**src/rtl/pipe_ctrl.sv**
```systemverilog
// pipe_ctrl: hazard and pipeline-control unit for a five-stage core.
//
// Produces the per-stage stall and flush controls, the E-stage operand
// forwarding selects, a one-cycle pulse that flips the core ISA mode after
// a programmable drain, and a saturating count of fetch-stall cycles.
//
// Ports
//   clk, rst                 rising-edge clock, synchronous active-high reset
//   Rs1D, Rs2D               source registers of the instruction in D
//   Rs1E, Rs2E, RdE          sources / destination of the instruction in E
//   RdM, RdW                 destinations in M and W
//   RegWriteM, RegWriteW     register write pending in M / W
//   ResultSrcE0              instruction in E is a load
//   PCSrcE                   taken branch or jump resolved in E
//   armE                     instruction in E is ARM (register 0 is a real register)
//   ModeSwitchD              instruction in D is an ISA mode switch
//   MemReqM, MemReadyM       data-memory request / ready handshake
//   StallF..StallM           hold the corresponding pipeline register
//   FlushD, FlushE, FlushW   bubble the corresponding pipeline register
//   ForwardAE, ForwardBE     00 register file, 10 M result, 01 W result
//   ModeToggle               one-cycle pulse that flips the ISA mode
//   StallCount               saturating count of cycles with StallF=1
module pipe_ctrl #(
    parameter int unsigned DRAIN_CYCLES = 3
) (
    input  logic        clk,
    input  logic        rst,
    input  logic [4:0]  Rs1D,
    input  logic [4:0]  Rs2D,
    input  logic [4:0]  Rs1E,
    input  logic [4:0]  Rs2E,
    input  logic [4:0]  RdE,
    input  logic [4:0]  RdM,
    input  logic [4:0]  RdW,
    input  logic        RegWriteM,
    input  logic        RegWriteW,
    input  logic        ResultSrcE0,
    input  logic        PCSrcE,
    input  logic        armE,
    input  logic        ModeSwitchD,
    input  logic        MemReqM,
    input  logic        MemReadyM,
    output logic        StallF,
    output logic        StallD,
    output logic        StallE,
    output logic        StallM,
    output logic        FlushD,
    output logic        FlushE,
    output logic        FlushW,
    output logic [1:0]  ForwardAE,
    output logic [1:0]  ForwardBE,
    output logic        ModeToggle,
    output logic [15:0] StallCount
);

    // Entry cycle counts as the first drain cycle, so load one less.
    localparam logic [2:0] DrainLoad = 3'(DRAIN_CYCLES - 1);

    typedef enum logic [1:0] {
        StRun,
        StDrain,
        StMemWait
    } state_e;

    state_e      state_q, state_d;
    logic        resume_drain_q, resume_drain_d;  // 1: return to DRAIN after MEMWAIT
    logic [2:0]  cnt_q, cnt_d;
    logic [15:0] stall_count_q;

    logic mem_wait;
    logic load_use;

    // ---------------------------------------------------------------------
    // Forwarding
    // ---------------------------------------------------------------------
    always_comb begin
        ForwardAE = 2'b00;
        if (RegWriteM && (RdM == Rs1E) && (armE || (Rs1E != 5'd0))) begin
            ForwardAE = 2'b10;
        end else if (RegWriteW && (RdW == Rs1E) && (armE || (Rs1E != 5'd0))) begin
            ForwardAE = 2'b01;
        end
    end

    always_comb begin
        ForwardBE = 2'b00;
        if (RegWriteM && (RdM == Rs2E) && (armE || (Rs2E != 5'd0))) begin
            ForwardBE = 2'b10;
        end else if (RegWriteW && (RdW == Rs2E) && (armE || (Rs2E != 5'd0))) begin
            ForwardBE = 2'b01;
        end
    end

    // ---------------------------------------------------------------------
    // Control and next state
    // ---------------------------------------------------------------------
    assign mem_wait = MemReqM && !MemReadyM;
    assign load_use = ResultSrcE0 && (armE || (RdE != 5'd0)) &&
                      ((RdE == Rs1D) || (RdE == Rs2D));

    always_comb begin
        StallF         = 1'b0;
        StallD         = 1'b0;
        StallE         = 1'b0;
        StallM         = 1'b0;
        FlushD         = 1'b0;
        FlushE         = 1'b0;
        FlushW         = 1'b0;
        ModeToggle     = 1'b0;
        state_d        = state_q;
        resume_drain_d = resume_drain_q;
        cnt_d          = cnt_q;

        if (mem_wait) begin
            {StallF, StallD, StallE, StallM, FlushW} = 5'b11111;
            state_d = StMemWait;
            // A repeated wait while already waiting keeps the original resume point.
            if (state_q != StMemWait) begin
                resume_drain_d = (state_q == StDrain);
            end
        end else begin
            unique case (state_q)
                StMemWait: begin
                    if (MemReadyM) begin
                        state_d = resume_drain_q ? StDrain : StRun;
                    end else begin
                        // No request and no ready: the access is still outstanding.
                        {StallF, StallD, StallE, StallM, FlushW} = 5'b11111;
                    end
                end
                StRun: begin
                    if (PCSrcE) begin
                        FlushD = 1'b1;
                        FlushE = 1'b1;
                    end else if (ModeSwitchD) begin
                        {StallF, StallD, FlushE} = 3'b111;
                        state_d = StDrain;
                        cnt_d   = DrainLoad;
                    end else if (load_use) begin
                        {StallF, StallD, FlushE} = 3'b111;
                    end
                end
                StDrain: begin
                    if (PCSrcE) begin
                        // The switch instruction was wrong-path: abandon it silently.
                        FlushD  = 1'b1;
                        FlushE  = 1'b1;
                        state_d = StRun;
                        cnt_d   = 3'd0;
                    end else if (cnt_q != 3'd0) begin
                        {StallF, StallD, FlushE} = 3'b111;
                        cnt_d = cnt_q - 3'd1;
                    end else begin
                        ModeToggle = 1'b1;
                        state_d    = StRun;
                    end
                end
                default: begin
                    state_d = StRun;
                end
            endcase
        end

        if (rst) begin
            {StallF, StallD, StallE, StallM} = 4'b0000;
            {FlushD, FlushE, FlushW}         = 3'b000;
            ModeToggle                       = 1'b0;
        end
    end

    // ---------------------------------------------------------------------
    // State
    // ---------------------------------------------------------------------
    always_ff @(posedge clk) begin
        if (rst) begin
            state_q        <= StRun;
            resume_drain_q <= 1'b0;
            cnt_q          <= 3'd0;
            stall_count_q  <= 16'd0;
        end else begin
            state_q        <= state_d;
            resume_drain_q <= resume_drain_d;
            cnt_q          <= cnt_d;
            if (StallF && (stall_count_q != 16'hFFFF)) begin
                stall_count_q <= stall_count_q + 16'd1;
            end
        end
    end

    assign StallCount = stall_count_q;

endmodule

```
**config.mk**
```make
export PLATFORM = sky130hd
export DESIGN_NAME = pipe_ctrl
export DESIGN_NICKNAME = d
export VERILOG_FILES = /design/src/rtl/pipe_ctrl.sv
export SDC_FILE = /design/constraint.sdc
export NUM_CORES = 1
export LEC_CHECK = 0
export CAP_MARGIN = 10
export CORE_AREA = 10 10 94 96
export CTS_CLUSTER_DIAMETER = 80
export CTS_CLUSTER_SIZE = 10
export DETAILED_ROUTE_END_ITERATION = 12
export DIE_AREA = 0 0 104 106
export PLACE_DENSITY = 0.55
export RECOVER_POWER = 50
export SLEW_MARGIN = 20
export SYNTH_ARGS = -nofsm -noshare
export SYNTH_HDL_FRONTEND = slang
export SYNTH_SLANG_ARGS = --single-unit
```
**constraint.sdc**
```tcl
create_clock -name clk -period 4.5 [get_ports clk]
set_input_delay 0.45 -clock clk [delete_from_list [all_inputs] [get_ports clk]]
set_output_delay 0.45 -clock clk [all_outputs]
set_load 0.1 [all_outputs]
```
==> summary.md, run 1 <==
| Metric | Value |
|---|---|
| Hold depth | `2` |
| VDD IR max | `0.1152 mV` |
| Antenna Cells | `0` |
| Initial core utilization | `0.2396` |
| Reg2Reg Depth | `6` |
| Syn avg cell area | `8.133 um^2` |
| Crit path largest cell delay | `0.99 ns` |
| Max-cap violations | `0` |
| Sequential fraction of the synthesis area | `0.2604` |
| Gr ovfl total | `0` |
| Seq pwr share | `0.353` |
| # setup viols final | `0` |
| Clk sink count | `22` |
| DRC viols | `0` |
| Max-slew violation count | `0` |
| Routability cong. | `0.8398` |
| Chip Height | `106 um` |
| First-pass DRT Iterations | `4` |
| Final worst path period need | `3.467 ns` |
| Non-Filler Instances | `372` |
| Routed WL | `5489 um` |
| Syn nets | `256` |
| CTS tree | `yes` |
| Reported leakage power | `0.0008909 uW` |
| Longest Clk Path Bufs | `2` |
| Largest net degree at the start of global routing | `28` |
| CTS hold repair buffers | `0` |
| Ys async rst share | `0` |
| CP delay by family, top | `buffers and inverters` |
| Hpwl dp | `4312 um` |
| Cells after DPL | `368` |
| Logic gate share of total power | `0.326` |
| Chip width | `104 um` |
| Clock Latency Late Sink | `0.27 ns` |
| Detail Route Antenna Nets | `0` |
| Crit end category | `output port` |
| Total CTS buffers | `3` |
| Crit Path Max Fanout | `3` |
| IO Count | `73` |
| Status | `finished clean` |
| Synth top cells by count | `dfxtp_1, xnor2_1, a21oi_1, xor2_1` |
| WS Path Type | `primary input to output port` |
| Post-synthesis cell type count | `40` |
| Vias in the first global route | `1786` |
| Syn-to-layout area delta | `50.15%` |
| WL/cell | `14.76 um` |
| Power Internal | `395.0 uW` |
| Slew HR | `0.3069` |
| Final Hold Fails | `0` |
| Worst-Margin Slew | `1.013 ns` |
| Htree depth | `1` |
| Die Footprint | `11020 um^2` |
| WL met1 | `2602 um` |
| Synth warnings | `0` |
| Core Util, Final | `0.3598` |
| Sw frac | `0.3236` |
| Switching Power | `189.0 uW` |
| Cells after synthesis | `208` |
| Post-CTS Setup Inserts | `0` |
| CP dominant cell by count | `clkdlybuf4s50_1` |
| Final Cycle Share | `0.7705` |
| Final Instance Area | `2540 um^2` |
| Port Buf Inserts | `72` |
| Layout cells sized above 1 | `0.08791` |
| Yosys reg bits | `22` |
| CP cell instances | `clkdlybuf4s50_1 > or4_1 > nor3_1 > nor4_4 > clkdlybuf4s50_1` |
| CP Depth | `5` |
| Power Dens Cells | `229.9 nW/um^2` |
| Nets | `322` |
| Fmax | `288.4 MHz` |
| Max layer used | `met4` |
| Required time worst endpoint | `4.05 ns` |
| Synth Flop Type | `dfxtp_1` |
| First-pass GRT wire length | `9404 um` |
| Via count | `1789` |
| Row count | `31` |
| Top cells by area, synth | `dfxtp_1, xnor2_1, xor2_1` |
| Most common cell in the netlist | `dfxtp_1` |
| Root buf cell | `clkbuf_8` |
| Post-CTS sizing | `0` |
| Startpoint Class | `primary input` |
| Top cell type's share of synthesized area | `0.2604` |
| Met2 WL | `2513 um` |
| Drt via density | `4.809` |
| Slowest cell on crit path | `clkdlybuf4s50_1` |
| Pwr Total | `584.0 uW` |
| Initial antenna violation count | `0` |
| EDFF count, synth | `0` |
| Clk pin slew, worst setup/hold paths | `0.09 ns` |
| Worst Path Buf+Inv | `2` |
| Placed cell area | `2485 um^2` |
| Crit path DAT | `3.02 ns` |
| Core area | `7059 um^2` |
| Routed wl met3 | `355 um` |
| 1st-iter DRT viols | `43` |
| Synthesized cell area | `1692 um^2` |
| Clock Power Share | `0.322` |
| Final setup TNS | `0 ns` |
| Unrepaired setup endpoints after global routing | `false` |
| Final Skew | `0.007104 ns` |
| Worst min path class | `flip-flop to flip-flop` |
| Post-synth top area cell | `dfxtp_1` |
| GRT Util Overall | `0.09912` |
## power by group through the flow
stage          clock network (uW)  registers (uW)  logic [uW]
2_1_floorplan                   0             223         111
3_3_place_gp                    0             211         194
3_5_place_dp                    0             211         194
4_1_cts                       194             206         195
5_1_grt                       199             207         204
6_report                      188             206         190
## logic make-up (layout without fill, tap and decap cells)
| family | after synthesis | count (layout) | share of synthesized area |
|---|---|---|---|
| AOI/OAI and AO/OA | 43 | 43 | 0.1819 |
| xor gates and xnor gates | 32 | 32 | 0.1657 |
| adders and majority gates | 3 | 3 | 0.02219 |
| buffers and inverters | 16 | 81 | 0.05399 |
| DFF | 22 | 22 | 0.2604 |
| muxes | 2 | 2 | 0.01331 |
| and+or+nand+nor | 90 | 90 | 0.3025 |
## worst register-to-register path: cells and delay by family (launching register included)
kind / cells / cell delay [ns]
flops: 1 / 0.41
simple gates: 4 / 1.42
compound gates: 1 / 0.23
fa+ha+maj: 1 / 0.20
## placed cells by master (no fill, tap or decap), drive strengths merged, types with 2 or more instances in the layout
master and n:
o21ai 6, a22oi 2, and4 4, clkbuf 3
clkdlybuf4s50 44, xor2 14, a211oi 3, nor3b 3
nor2b 3, nor4 9, nand3 10, o31a 2
nand2b 3, o21ba 2, nor2 14, mux2 2
nor3 7, and2 2, nand2 13, dfxtp 22
xnor2 18, buf 11, and3 3, nand4 6
ha 3, o31ai 9, a21oi 14, dlygate4sd3 18
or4 11, inv 4
## per-layer routing
| metal | global-route usage | vias up |
|---|---|---|
| met4 | 0.008946 | 0 |
| li1 | - | 906 |
| met2 | 0.1576 | 60 |
| met1 | 0.1314 | 819 |
| met5 | 0 | - |
| met3 | 0.03382 | 4 |
## registers in the layout, indices dropped and copies added (netlist names)
register and cells:
StallCount 16, resume_drain_q 1, state_q 2, cnt_q 3
## stage by stage
step | worst slack [ns] | hold slack (ns)
finish | 1.033 | 0.4950
global route | 0.9449 | 0.5427
CTS | 1.031 | 0.5000
detailed placement | 1.045 | 0.4802
global placement | 1.127 | 0.4788
floorplan | 0.2527 | 0.4650
## worst paths after layout
kind / start / end / slack [ns]
worst max-delay path: Rs2E[2] / ForwardBE[1] / 1.03
worst min-delay path: StallCount[9] / StallCount[9] / 0.49
worst max register to register: StallCount[0] / StallCount[13] / 2.15
worst min register to register: StallCount[9] / StallCount[9] / 0.49
## cell type report
type                       instances  area (um^2)
fill                             771         4519
tap                               99        123.9
multi-input combinational        170         1186
sequential                        22        440.4
inverter                           4        15.01
timing repair buffer              73        703.2
clock buffer                       3        41.29
clock inverter                     1        30.03
(Power assumes the default switching activity.)
==> run 2, diff against run 1 <==
Settings changed: PLACE_DENSITY 0.55 to 0.57.
Clock period 4.5 ns to 3 ns, I/O delays scaled along.
==> run 2 against run 1 <==
Compared with the run above:
- hold slack improved by 0.0023 ns
- clock skew decreased by 0.0030 ns
- worst setup slack got worse by 0.66 ns
- first-iteration DRC count decreased by 33%
- clock-buffer cell count increased by 1
- critical endpoint is now ForwardAE[0]
- via count decreased by 1.1%
- global-route usage decreased by 0.62 points
- register-to-register slack got worse by 1.5 ns
- die area unchanged
- clock power increased by 16%
- final area increased by 2.7%
- non-clock buffer count increased by 3
==> summary.md, run 2 (synthesized netlist as in run 1, its figures left out) <==
| Metric | Value |
|---|---|
| Final worst path period need | `2.623 ns` |
| Non-Filler Instances | `375 (+0.81%)` |
| Clock Power Share | `0.262 (-0.060)` |
| Final setup TNS | `0 ns (unchanged)` |
| Reg2Reg Depth | `8 (+2)` |
| Register area | `440.4 um^2 (unchanged)` |
| Total CTS buffers | `3 (unchanged)` |
| Final Cycle Share | `0.8743` |
| GRT Util Overall | `0.09296 (-0.006160)` |
| Core area | `7059 um^2 (unchanged)` |
| Crit end category | `output port` |
| Sw frac | `0.3424 (+0.01883)` |
| Vias in the first global route | `1750 (-2.0%)` |
| Cells after DPL | `371 (+0.82%)` |
| Status | `finished clean` |
| Crit path DAT | `2.32 ns (-0.70 ns)` |
| Most frequent cells in the layout | `clkdlybuf4s50_1, dfxtp_1, xnor2_1, clkbuf_1` |
| Clk pin slew, worst setup/hold paths | `0.08 ns (about the same)` |
| IO Count | `73 (unchanged)` |
| Reported leakage power | `0.0008530 uW (-4.2%)` |
| Clk sink count | `22 (unchanged)` |
| CTS tree | `yes` |
| Critical Path Start | `Rs1E[4]` |
| Worst min path class | `flip-flop to flip-flop` |
| WS Path Type | `primary input to output port` |
| Power Dens Cells | `319.8 nW/um^2 (+39%)` |
| Max-cap violations | `0 (unchanged)` |
| Detail Route Antenna Nets | `0 (unchanged)` |
| Die Footprint | `11020 um^2 (unchanged)` |
| First-pass GRT wire length | `8818 um (-6.2%)` |
| Root buf cell | `clkbuf_8` |
| Worst-Margin Slew | `1.187 ns (+0.1731 ns)` |
| Initial antenna violation count | `0 (unchanged)` |
| Unrepaired setup endpoints after global routing | `false` |
| Worst R2R Setup Slack | `0.66 ns (-1.49 ns)` |
| Row count | `31 (unchanged)` |
| Nets | `325 (+0.93%)` |
| Hpwl dp | `4395 um (+1.9%)` |
| Drt via density | `4.717 (-1.9%)` |
| Filler instances | `777 (+0.78%)` |
| Via count | `1769 (-1.1%)` |
| Htree depth | `1 (unchanged)` |
| DRC viols | `0 (unchanged)` |
| Startpoint Class | `primary input` |
| Hold_sp | `StallCount[9]` |
| Longest Clk Path Bufs | `2 (unchanged)` |
| Routability cong. | `0.7763 (-7.6%)` |
| Clock Latency Late Sink | `0.26 ns (about the same)` |
| Placed cell area | `2628 um^2 (+5.7%)` |
| Chip Height | `106 um (unchanged)` |
| Largest net degree at the start of global routing | `28 (unchanged)` |
| Reg-to-Reg Start | `cnt_q[0]` |
| Port Buf Inserts | `72 (unchanged)` |
| Chip width | `104 um (unchanged)` |
| WL/cell | `14.28 um (-3.2%)` |
| Post-CTS sizing | `0 (unchanged)` |
| Layout cells sized above 1 | `0.1196 (+0.03165)` |
| Logic gate share of total power | `0.368 (+0.042)` |
| Switching Power | `285.5 uW (+51%)` |
| Power Internal | `548.3 uW (+39%)` |
| 1st-iter DRT viols | `29 (-33%)` |
| Max FFs per register | `16 (unchanged)` |
| Crit Path Max Fanout | `3 (unchanged)` |
| Gr ovfl total | `0 (unchanged)` |
| Antenna Cells | `0 (unchanged)` |
| Final Hold Fails | `0 (unchanged)` |
| Syn-to-layout area delta | `54.14%` |
| Critical R2R Capture | `cnt_q[2]` |
| Initial core utilization | `0.2396 (unchanged)` |
| Seq pwr share | `0.370 (+0.017)` |
| Commonest non-fill, non-tap cell in the layout | `clkdlybuf4s50_1` |
| Required time worst endpoint | `2.70 ns (-1.35 ns)` |
| Fmax | `381.3 MHz` |
| Final Skew | `0.004077 ns (-0.003028 ns)` |
| # setup viols final | `0 (unchanged)` |
| CTS hold repair buffers | `0 (unchanged)` |
| VDD IR max | `0.1843 mV (+60%)` |
| Final Instance Area | `2608 um^2 (+2.7%)` |
| Post-CTS Setup Inserts | `0 (unchanged)` |
| Multi-input logic area | `1215 um^2 (+2.4%)` |
| First-pass DRT Iterations | `4 (unchanged)` |
| Routed WL | `5356 um (-2.4%)` |
| Crit path capture | `ForwardAE[0]` |
| Max-slew violation count | `0 (unchanged)` |
| Slew HR | `0.2124 (-0.09454)` |
-- run 2: cell count changes in the layout (fill, tap and decap cells not counted), moves of 6 or more --
cell	before	now
dlygate4sd3_1	18	1
clkbuf_1	0	16
buf_4	11	5
buf_12	0	11
-- run 2: worst min-delay path by stage --
stage / to / slack (ns) / depth (start not counted)
after floorplan: state_q[1] / 0.37 / 1
after global placement: StallCount[9] / 0.48 / 2
after detailed placement: StallCount[15] / 0.49 / 2
after CTS: StallCount[15] / 0.50 / 2
after global routing: StallCount[15] / 0.52 / 2
final: StallCount[9] / 0.50 / 2
-- run 2: cell type report --
class	count	share of cell area
clock buffer	4	0.02111
inverter	4	0.005758
multi-input combinational	170	0.4659
sequential	22	0.1689
tap	99	0.04750
timing repair buffer	76	0.2908
-- run 2: metal layers --
metal,track usage,vias to the layer above,wire length [um]
li1,-,912,-
met1,0.1170,814,2475
met2,0.1608,41,2656
met3,0.02838,2,216
met4,0.002982,0,8
met5,0,-,0
-- run 2: metrics by stage --
| step | util | hold slack, ns | total power (uW) | setup WS [ns] |
|---|---|---|---|---|
| 2_1_floorplan | - | 0.3728 | 503.9 | -0.4792 |
| 3_3_place_gp | 0.3722 | 0.4829 | 628.4 | 0.3810 |
| 3_5_place_dp | 0.3722 | 0.4872 | 630.2 | 0.3558 |
| 4_1_cts | 0.3800 | 0.5044 | 850.4 | 0.3567 |
| 5_1_grt | 0.3694 | 0.5232 | 869.2 | 0.2764 |
| 6_report | 0.3694 | 0.4973 | 833.8 | 0.3771 |
-- run 2: power by group through the flow --
stage               Clock, uW  Combinational, uW  Sequential [uW]
floorplan                   0                169              335
global placement            0                312              316
detailed placement          0                314              316
CTS                       226                315              309
global route              229                330              310
finish                    218                307              309
-- run 2: critical path, cell delays in order --
cell and delay, ns:
clkdlybuf4s50_1 0.47, or4_1 0.52, nor3_1 0.37, nor4_4 0.11
nor4_2 0.33, buf_12 0.22
==> run 3, diff against run 2 <==
--- a/constraint.sdc
+++ b/constraint.sdc
@@ -3,2 +3,2 @@
 set_output_delay 0.3 -clock clk [all_outputs]
-set_load 0.1 [all_outputs]
+set_load 0.01 [all_outputs]
==> run 3 against run 2 <==
Compared with the run above:
- clock skew down 0.0021 ns
- register-to-register slack better by 0.06 ns
- clock power about the same
- worst setup slack worse by 0.19 ns
- first-iteration DRC count up 79%
- core utilization down 1.1 points
- critical path depth unchanged
- highest routed layer unchanged
==> summary.md, run 3 (synthesized netlist as in run 1, its figures left out) <==
| Metric | Value |
|---|---|
| First-pass DRT Iterations | `4 (unchanged)` |
| Slowest cell on crit path | `clkdlybuf4s50_1` |
| Vias in the first global route | `1729 (-1.2%)` |
| GRT Util Overall | `0.09268 (-0.0002753)` |
| Max-slew violation count | `0 (unchanged)` |
| Final setup TNS | `0 ns (unchanged)` |
| Most frequent cells in the layout | `clkdlybuf4s50_1, dfxtp_1, xnor2_1, dlygate4sd3_1` |
| Reg-to-Reg Start | `cnt_q[0]` |
| Total CTS buffers | `3 (unchanged)` |
| Die Footprint | `11020 um^2 (unchanged)` |
| Worst R2R Setup Slack | `0.72 ns (+0.06 ns)` |
| Gr ovfl total | `0 (unchanged)` |
| DRC viols | `0 (unchanged)` |
| Routability cong. | `0.7954 (+2.5%)` |
| Worst Path Buf+Inv | `2 (unchanged)` |
| Final Hold Fails | `0 (unchanged)` |
| Placement Setup Slack | `0.1866 ns (-0.1692 ns)` |
| Clk pin slew, worst setup/hold paths | `0.08 ns (about the same)` |
| Final Skew | `0.002026 ns (-0.002051 ns)` |
| Commonest non-fill, non-tap cell in the layout | `clkdlybuf4s50_1` |
| Placed cell area | `2490 um^2 (-5.2%)` |
| Multi-input logic area | `1154 um^2 (-5.0%)` |
| Row count | `31 (unchanged)` |
| Drt via density | `4.744 (+0.57%)` |
| Final worst path period need | `2.811 ns (+0.1885 ns)` |
| Critical R2R Capture | `cnt_q[2]` |
| Detail Route Antenna Nets | `0 (unchanged)` |
| Antenna Cells | `0 (unchanged)` |
| Fmax | `355.7 MHz (-6.7%)` |
| Htree depth | `1 (unchanged)` |
| Crit end category | `output port` |
| Worst min path class | `flip-flop to flip-flop` |
| First-pass GRT wire length | `8694 um (-1.4%)` |
| Clk sink count | `22 (unchanged)` |
| Reg2Reg Depth | `8 (unchanged)` |
| Filler instances | `770 (-0.90%)` |
| Clock Latency Late Sink | `0.26 ns (about the same)` |
| Syn-to-layout area delta | `49.63%` |
| Chip Height | `106 um (unchanged)` |
| Crit path DAT | `2.51 ns (+0.19 ns)` |
| CTS tree | `yes` |
| Initial antenna violation count | `0 (unchanged)` |
| Routed WL | `5248 um (-2.0%)` |
| VDD IR max | `0.2095 mV (+14%)` |
| Crit Path Max Fanout | `3 (unchanged)` |
| Unrepaired setup endpoints after global routing | `false` |
| Critical Path Start | `Rs2E[1]` |
| CP cell instances | `clkdlybuf4s50_1 > or4_1 > nor3_1 > nor4_1 > nor4_1 > clkdlybuf4s50_1` |
| 1st-iter DRT viols | `52 (+79%)` |
| Pwr Total | `743.0 uW (-11%)` |
| Status | `finished clean` |
| IO Count | `73 (unchanged)` |
| Final Cycle Share | `0.9371 (+0.06283)` |
| Initial core utilization | `0.2396 (unchanged)` |
| Crit path largest cell delay | `0.60 ns (+0.08 ns)` |
| Layout cells sized above 1 | `0.04710 (-0.07246)` |
| Final Instance Area | `2531 um^2 (-2.9%)` |
| Crit path capture | `ForwardBE[0]` |
| Slew HR | `0.2505 (+0.03810)` |
| WS Path Type | `primary input to output port` |
| Via count | `1779 (+0.57%)` |
| Non-Filler Instances | `375 (unchanged)` |
| Max-cap violations | `0 (unchanged)` |
| Worst-Margin Slew | `1.124 ns (-0.06224 ns)` |
| Nets | `325 (unchanged)` |
| WL/cell | `13.99 um (-2.0%)` |
| Port Buf Inserts | `72 (unchanged)` |
| Longest Clk Path Bufs | `2 (unchanged)` |
| CP Depth | `6 (unchanged)` |
| Largest net degree at the start of global routing | `25 (-11%)` |
| CTS hold repair buffers | `0 (unchanged)` |
| Power Dens Cells | `293.5 nW/um^2 (-8.2%)` |
| Hpwl dp | `4216 um (-4.1%)` |
| Max FFs per register | `16 (unchanged)` |
| Reported leakage power | `0.0008723 uW (+2.3%)` |
| Root buf cell | `clkbuf_8` |
| Final WS setup | `0.1886 ns (-0.1885 ns)` |
| CP delay by family, top | `simple AND/OR/NAND/NOR gates` |
| Core area | `7059 um^2 (unchanged)` |
| Register area | `440.4 um^2 (unchanged)` |
| Required time worst endpoint | `2.70 ns (about the same)` |
| Cells after DPL | `371 (unchanged)` |
| Chip width | `104 um (unchanged)` |
| Startpoint Class | `primary input` |
| # setup viols final | `0 (unchanged)` |
==> run 3: cell count changes in the layout (fill, tap and decap cells not counted), sizes merged <==
cell / change
buf: -14
clkdlybuf4s50: +12
clkbuf: -14
dlygate4sd3: +16
==> run 3: routing by layer <==
layer | GRT usage | part of all wire
met5 | 0 | 0
met4 | 0.01193 | 0.0032
met3 | 0.02657 | 0.048
met2 | 0.1572 | 0.47
met1 | 0.1170 | 0.48
==> run 3: through the flow <==
step	util	hold slack, ns
floorplan	-	0.3728
global placement	0.3527	0.4822
detailed placement	0.3527	0.4884
CTS	0.3605	0.5002
global route	0.3586	0.5339
finish	0.3586	0.4947
==> run 3: repair_timing <==
item,CTS,global route
setup buffers,0,0
endpoints found under the setup margin,0,1
gates resized for setup,0,0
==> run 3: worst min-delay path by stage <==
stage | start | endpoint | slack [ns] | depth (start not counted)
finish | StallCount[12] | StallCount[12] | 0.49 | 1
global route | StallCount[15] | StallCount[15] | 0.53 | 2
CTS | StallCount[9] | StallCount[9] | 0.50 | 2
detailed placement | StallCount[9] | StallCount[9] | 0.49 | 2
global placement | StallCount[9] | StallCount[9] | 0.48 | 2
floorplan | MemReadyM | state_q[1] | 0.37 | 1
==> run 3: layout make-up <==
| cell class | instances | area share |
|---|---|---|
| multi-input combinational | 170 | 0.4558 |
| timing repair buffer | 76 | 0.2936 |
| tap | 99 | 0.04894 |
| inverter | 4 | 0.005932 |
| sequential | 22 | 0.1740 |
| clock buffer | 4 | 0.02175 |
==> run 3: report_power, final <==
group	switching (uW)	total [uW]	internal [uW]	leakage (uW)
Clock	102	219	117	0.0000288
Sequential	8.87	309	300	0.000178
Combinational	96.2	215	119	0.000665
Total	207	743	536	0.000872
